===== src/rtl/rll_keyed_stream_lock.sv =====
// Keyed stream lock: serial key loader with atomic commit, driving per-bit XOR/XNOR key
// gates on a one-stage registered valid/ready stream. A key equal to KEY_POL is transparent.
module rll_keyed_stream_lock #(
  parameter int                   KEY_WIDTH  = 32,
  parameter int                   KEY_CHUNK  = 8,
  parameter int                   DATA_WIDTH = 32,
  parameter logic [KEY_WIDTH-1:0] KEY_POL    = '0
) (
  input  logic                  clk,
  input  logic                  rst,
  input  logic                  key_valid,
  output logic                  key_ready,
  input  logic [KEY_CHUNK-1:0]  key_data,
  input  logic                  key_last,
  output logic                  key_armed,
  output logic                  key_err,
  input  logic                  in_valid,
  output logic                  in_ready,
  input  logic [DATA_WIDTH-1:0] in_data,
  output logic                  out_valid,
  input  logic                  out_ready,
  output logic [DATA_WIDTH-1:0] out_data
);

  localparam int NB = KEY_WIDTH / KEY_CHUNK;
  localparam int CW = $clog2(NB + 1);
  localparam logic [CW-1:0] LAST_BEAT = CW'(NB - 1);

  typedef enum logic {IDLE, LOAD} load_state_t;

  load_state_t           state, state_nx;
  logic [KEY_WIDTH-1:0]  shadow, shadow_nx, shadow_shifted;
  logic [KEY_WIDTH-1:0]  key_active;
  logic [CW-1:0]         beat_cnt, beat_cnt_nx;
  logic                  commit, load_err;
  logic                  in_fire;
  logic [DATA_WIDTH-1:0] key_mask;

  // The loader never stalls, so every offered beat is taken.
  assign key_ready      = 1'b1;
  assign shadow_shifted = (shadow << KEY_CHUNK) | KEY_WIDTH'(key_data);

  // Stream bit i is gated by key bit (i mod KEY_WIDTH); KEY_POL selects XNOR per bit.
  for (genvar i = 0; i < DATA_WIDTH; i++) begin : g_mask
    assign key_mask[i] = key_active[i % KEY_WIDTH] ^ KEY_POL[i % KEY_WIDTH];
  end

  assign in_ready = key_armed & (~out_valid | out_ready);
  assign in_fire  = in_valid & in_ready;

  // NOTE: every signal gets a default before any branch, so no path leaves one unassigned
  // and no latch is inferred.
  always_comb begin
    state_nx    = state;
    shadow_nx   = shadow;
    beat_cnt_nx = beat_cnt;
    commit      = 1'b0;
    load_err    = 1'b0;
    if (key_valid) begin
      if (beat_cnt == LAST_BEAT) begin
        commit      = key_last;
        load_err    = ~key_last;
        state_nx    = IDLE;
        shadow_nx   = '0;
        beat_cnt_nx = '0;
      end else if (key_last) begin
        load_err    = 1'b1;
        state_nx    = IDLE;
        shadow_nx   = '0;
        beat_cnt_nx = '0;
      end else begin
        state_nx    = LOAD;
        shadow_nx   = shadow_shifted;
        beat_cnt_nx = beat_cnt + 1'b1;
      end
    end
  end

  // NOTE: state is updated with non-blocking assignments so every register samples the
  // pre-edge values; the datapath below therefore still sees the old key in a commit cycle.
  always_ff @(posedge clk) begin
    if (rst) begin
      state      <= IDLE;
      shadow     <= '0;
      beat_cnt   <= '0;
      key_active <= '0;
      key_armed  <= 1'b0;
      key_err    <= 1'b0;
      out_valid  <= 1'b0;
      out_data   <= '0;
    end else begin
      state    <= state_nx;
      shadow   <= shadow_nx;
      beat_cnt <= beat_cnt_nx;
      key_err  <= load_err;
      if (commit) begin
        key_active <= shadow_shifted;
        key_armed  <= 1'b1;
      end
      if (in_fire) begin
        out_valid <= 1'b1;
        out_data  <= in_data ^ key_mask;
      end else if (out_ready) begin
        out_valid <= 1'b0;
      end
    end
  end

endmodule


===== config.mk =====
export PLATFORM = sky130hd
export DESIGN_NAME = rll_keyed_stream_lock
export DESIGN_NICKNAME = d
export VERILOG_FILES = /design/src/rtl/rll_keyed_stream_lock.sv
export SDC_FILE = /design/constraint.sdc
export NUM_CORES = 1
export LEC_CHECK = 0
export BUFFER_PORTS_ARGS = -buffer_cell sky130_fd_sc_hd__buf_2
export CORE_UTILIZATION = 35
export DETAILED_ROUTE_END_ITERATION = 10
export SLEW_MARGIN = 40
export SYNTH_ARGS = -nofsm -noshare
export SYNTH_HDL_FRONTEND = slang
export SYNTH_SLANG_ARGS = --single-unit

===== constraint.sdc =====
create_clock -name clk -period 2.31 [get_ports clk]
set_input_delay 0 -clock clk [delete_from_list [all_inputs] [get_ports clk]]
set_output_delay 0 -clock clk [all_outputs]
set_load 0.02 [all_outputs]

==> impl_metrics.xml <==
<?xml version="1.0" encoding="UTF-8"?>
<metrics>
  <group name="synth">
    <metric name="synth.cell_area" unit="um2">3780</metric>
    <metric name="post-synth-top-area-cell" unit="">sky130_fd_sc_hd__dfxtp_1</metric>
    <metric name="synthesized_netlist_cell_count" unit="">395</metric>
    <metric name="synth_top_cell_area_share" unit="%">49.8</metric>
    <metric name="synthesis.nets" unit="">444</metric>
    <metric name="synth_seq_cells" unit="">94</metric>
    <metric name="yosysUniqueCellTypes" unit="">26</metric>
    <metric name="netlist_top_cells_area" unit="">sky130_fd_sc_hd__dfxtp_1, sky130_fd_sc_hd__a211oi_2, sky130_fd_sc_hd__a21oi_1</metric>
    <metric name="total_of_warnings_raised_by_yosys" unit="">0</metric>
    <metric name="synth-seq-area-share" unit="%">49.8</metric>
    <metric name="post_synth.cell_area_avg" unit="um2">9.56</metric>
  </group>
  <group name="critical_path">
    <metric name="crit_top_cell" unit="">sky130_fd_sc_hd__ha_1</metric>
    <metric name="worstPathCellList" unit="">ha_1 -&gt; ha_1 -&gt; and3_1 -&gt; buf_4 -&gt; nand2_1 -&gt; a21oi_1</metric>
    <metric name="critPathCaptureType" unit="">flop</metric>
    <metric name="setup.reg_to_reg.worst_slack" unit="ps">730</metric>
    <metric name="crit_path_start_kind" unit="">flop</metric>
    <metric name="critPathSlowestCell" unit="">sky130_fd_sc_hd__dfxtp_1</metric>
    <metric name="critical-path-top-delay-family" unit="">adder cells</metric>
    <metric name="critical_path.n_buffers_inverters" unit="">1</metric>
    <metric name="timing.critical_path.arrival" unit="ps">1870</metric>
    <metric name="worst_r2r_startpoint" unit="">beat_cnt[0]</metric>
    <metric name="worst-path-max-fanout" unit="">33</metric>
    <metric name="worstPathRequired" unit="ps">2600</metric>
    <metric name="timing.setup.critical_path_class" unit="">flop to flop</metric>
    <metric name="max_stage_delay" unit="ps">360</metric>
    <metric name="worstSetupStartpoint" unit="">beat_cnt[0]</metric>
  </group>
  <group name="placement">
    <metric name="place_hpwl" unit="um">5490</metric>
    <metric name="globalplace.congestion" unit="">0.721</metric>
    <metric name="place.detailed.instances" unit="">584</metric>
    <metric name="io_buffers" unit="">81</metric>
  </group>
  <group name="clock_tree">
    <metric name="clkTransAtPathRegs" unit="ps">90</metric>
    <metric name="cts_hold_buf" unit="">41</metric>
    <metric name="root_buffer" unit="">sky130_fd_sc_hd__clkbuf_8</metric>
    <metric name="post_cts_setup_buffers" unit="">0</metric>
    <metric name="clock-sinks" unit="">94</metric>
    <metric name="clk_path_buf_depth" unit="">2</metric>
    <metric name="cts_made_buffers" unit="">9</metric>
    <metric name="clk_latency" unit="ps">350</metric>
    <metric name="htree_num_levels" unit="">3</metric>
    <metric name="postCtsResizedCells" unit="">0</metric>
    <metric name="cts_tree" unit="">yes</metric>
  </group>
  <group name="timing">
    <metric name="min_period" unit="ps">1580</metric>
    <metric name="max_freq" unit="GHz">0.635</metric>
    <metric name="timing.final.crit_share" unit="%">68.2</metric>
    <metric name="skew" unit="ps">10.4</metric>
    <metric name="setup_viol" unit="">0</metric>
    <metric name="timing.setup.tns" unit="ps">0</metric>
    <metric name="worst_slew_pin_slew" unit="ps">537</metric>
    <metric name="rsz0062_at_grt" unit="">no</metric>
    <metric name="final-hold-violation-count" unit="">0</metric>
    <metric name="slew_viol_final" unit="">0</metric>
    <metric name="max-slew-margin-rel" unit="%">64.2</metric>
  </group>
  <group name="cells_and_area">
    <metric name="layoutNonFillerInstCount" unit="">641</metric>
    <metric name="layout_cell_share_with_drive_strength_beyond_1" unit="%">26.7</metric>
    <metric name="syn2layout_area_growth" unit="%">27.5</metric>
    <metric name="antenna_cells" unit="">0</metric>
    <metric name="layout.nets" unit="">549</metric>
  </group>
  <group name="pwr">
    <metric name="power.combinational.fraction" unit="%">7.1</metric>
    <metric name="static-leakage-power" unit="uW">0.00175</metric>
    <metric name="vdd_ir_drop_max" unit="uV">368</metric>
    <metric name="power_report.internal_total" unit="uW">2300</metric>
    <metric name="share_clk_of_total_power" unit="%">37.5</metric>
    <metric name="power_switching_share" unit="%">22.1</metric>
    <metric name="power_frac_seq" unit="%">55.4</metric>
    <metric name="power.density_cell_area" unit="nW/um2">613</metric>
    <metric name="total_net_switching_power" unit="uW">654</metric>
  </group>
  <group name="min_path">
    <metric name="path_class_of_the_lowest_slack_min_delay_path" unit="">input port to flop</metric>
    <metric name="min-delay-start" unit="">key_last</metric>
  </group>
  <group name="global_routing">
    <metric name="grt.total_usage" unit="%">15.6</metric>
    <metric name="grt_start_max_net_pins" unit="">65</metric>
    <metric name="number_of_antenna_violations_at_the_first_check_in_global_routing" unit="">0</metric>
    <metric name="grt_pass1_wl" unit="um">14000</metric>
    <metric name="grt_remaining_overflow" unit="">0</metric>
    <metric name="number_of_global_route_vias_before_repair" unit="">2997</metric>
  </group>
  <group name="routing">
    <metric name="routed_wl" unit="um">8520</metric>
    <metric name="ant_nets" unit="">0</metric>
    <metric name="detail_route.wl_per_cell" unit="um">13.3</metric>
    <metric name="dr_total_vias" unit="">3035</metric>
    <metric name="drt_drc_violations_left" unit="">0</metric>
    <metric name="detail_route.first_pass.iterations" unit="">4</metric>
    <metric name="drt-initial-drc-count" unit="">168</metric>
    <metric name="avgViaCountPerCell" unit="">4.73</metric>
  </group>
  <group name="die">
    <metric name="core_region_area" unit="um2">10400</metric>
    <metric name="dieWidth" unit="um">106</metric>
    <metric name="die_area" unit="um2">11200</metric>
    <metric name="floorplan.io_pins" unit="">83</metric>
    <metric name="start_util" unit="%">36.3</metric>
    <metric name="die_y" unit="um">106</metric>
    <metric name="placementRows" unit="">37</metric>
  </group>
  <group name="run">
    <metric name="max_cap_violations" unit="">0</metric>
  </group>
  <group name="status">
    <metric name="outcome" unit="">completed</metric>
  </group>
</metrics>
-- stage by stage --
step / utilization [%] / hold slack (ps) / total power, uW / instance area [um2] / worst slack [ps]
after CTS: 46.2 / 5.29 / 2990 / 4820 / 717
final: 46.2 / 20.4 / 2950 / 4820 / 734
after global placement: 40.4 / 252 / 1830 / 4210 / 782
after floorplan: - / 136 / 1760 / 3780 / 877
after detailed placement: 40.4 / 260 / 1830 / 4210 / 728
after global routing: 46.2 / 22.7 / 3080 / 4820 / 560
-- cell usage after synthesis --
cell / number
sky130_fd_sc_hd__a211oi_2: 30
sky130_fd_sc_hd__nor3_1: 1
sky130_fd_sc_hd__and3_1: 1
sky130_fd_sc_hd__nand2_1: 66
sky130_fd_sc_hd__conb_1: 1
sky130_fd_sc_hd__nor2_1: 28
sky130_fd_sc_hd__a21oi_1: 67
sky130_fd_sc_hd__nor4bb_1: 1
sky130_fd_sc_hd__buf_4: 3
sky130_fd_sc_hd__nand2b_1: 2
sky130_fd_sc_hd__xnor2_1: 33
sky130_fd_sc_hd__nor3b_4: 1
sky130_fd_sc_hd__dfxtp_1: 94
sky130_fd_sc_hd__buf_1: 6
sky130_fd_sc_hd__mux2i_1: 1
sky130_fd_sc_hd__nand3_1: 1
sky130_fd_sc_hd__buf_2: 7
sky130_fd_sc_hd__inv_2: 1
sky130_fd_sc_hd__and2_4: 2
sky130_fd_sc_hd__a22oi_1: 24
sky130_fd_sc_hd__inv_1: 1
sky130_fd_sc_hd__buf_6: 8
sky130_fd_sc_hd__ha_1: 3
sky130_fd_sc_hd__a211oi_1: 2
sky130_fd_sc_hd__and2_1: 1
sky130_fd_sc_hd__clkbuf_1: 10
-- final timing paths --
kind	cells past startpoint	endpoint
worst max register to register	6	key_active[13]
worst min-delay path	3	key_err
worst max-delay path	6	key_active[13]
worst min register to register	2	key_active[25]
-- layout make-up --
class	instances	area (um2)
fillers	1014	5600
flip-flops and latches	94	1880
repair buffers	128	876
clock buffers	13	159
clock inverters	3	42.5
inverters	2	7.51
multi-input cells	265	1680
well taps	136	170
-- worst reg2reg max path, cell delays in order, from the launching register on --
cell	delay (ps)
sky130_fd_sc_hd__dfxtp_1	360
sky130_fd_sc_hd__ha_1	180
sky130_fd_sc_hd__ha_1	230
sky130_fd_sc_hd__and3_1	170
sky130_fd_sc_hd__buf_4	310
sky130_fd_sc_hd__nand2_1	140
sky130_fd_sc_hd__a21oi_1	130
-- power by group through the flow --
stage / combinational, uW / sequential (uW) / clock (uW)
final: 209 / 1640 / 1110
after global routing: 228 / 1640 / 1210
after CTS: 211 / 1640 / 1140
after detailed placement: 156 / 1670 / 0
after global placement: 153 / 1670 / 0
after floorplan: 90.7 / 1670 / 0
-- registers in the layout (all words and copies together), names as in the netlist --
register / flops
key_active: 32
out_data: 32
shadow: 24
beat_cnt: 3
key_armed: 1
key_err: 1
out_valid: 1
-- metal layers --
layer / vias up / routed length [um] / GRT usage (%)
li1: 1556 / - / -
met1: 1420 / 3880 / 18.6
met2: 48 / 4250 / 27.2
met3: 11 / 275 / 3.22
met4: 0 / 116 / 6.35
met5: - / 0 / 0
-- cell families (layout without fill, tap and decap cells) --
| family | count (synthesis) | count (layout) | synth area share (%) |
|---|---|---|---|
| fa+ha+maj | 3 | 3 | 0.994 |
| other cells | 1 | 1 | 0.0993 |
| mux | 1 | 1 | 0.265 |
| flops | 94 | 94 | 49.8 |
| xor+xnor | 33 | 33 | 7.65 |
| simple gates | 104 | 104 | 11.5 |
| compound gates | 123 | 123 | 24.0 |
| buf+inv | 36 | 146 | 5.70 |
-- cells in the final DEF (no fill, tap or decap), types with 2 or more instances in the layout --
cell type,count
sky130_fd_sc_hd__buf_2,80
sky130_fd_sc_hd__nand2_1,66
sky130_fd_sc_hd__a211oi_2,30
sky130_fd_sc_hd__a21oi_1,67
sky130_fd_sc_hd__and2_4,2
sky130_fd_sc_hd__ha_1,3
sky130_fd_sc_hd__nand2b_1,2
sky130_fd_sc_hd__dfxtp_1,94
sky130_fd_sc_hd__clkbuf_8,11
sky130_fd_sc_hd__buf_4,6
sky130_fd_sc_hd__a22oi_1,24
sky130_fd_sc_hd__nor2_1,28
sky130_fd_sc_hd__clkbuf_1,2
sky130_fd_sc_hd__dlygate4sd3_1,41
sky130_fd_sc_hd__xnor2_1,33
sky130_fd_sc_hd__a211oi_1,2
Note: power is estimated with default switching activity, not from simulation.
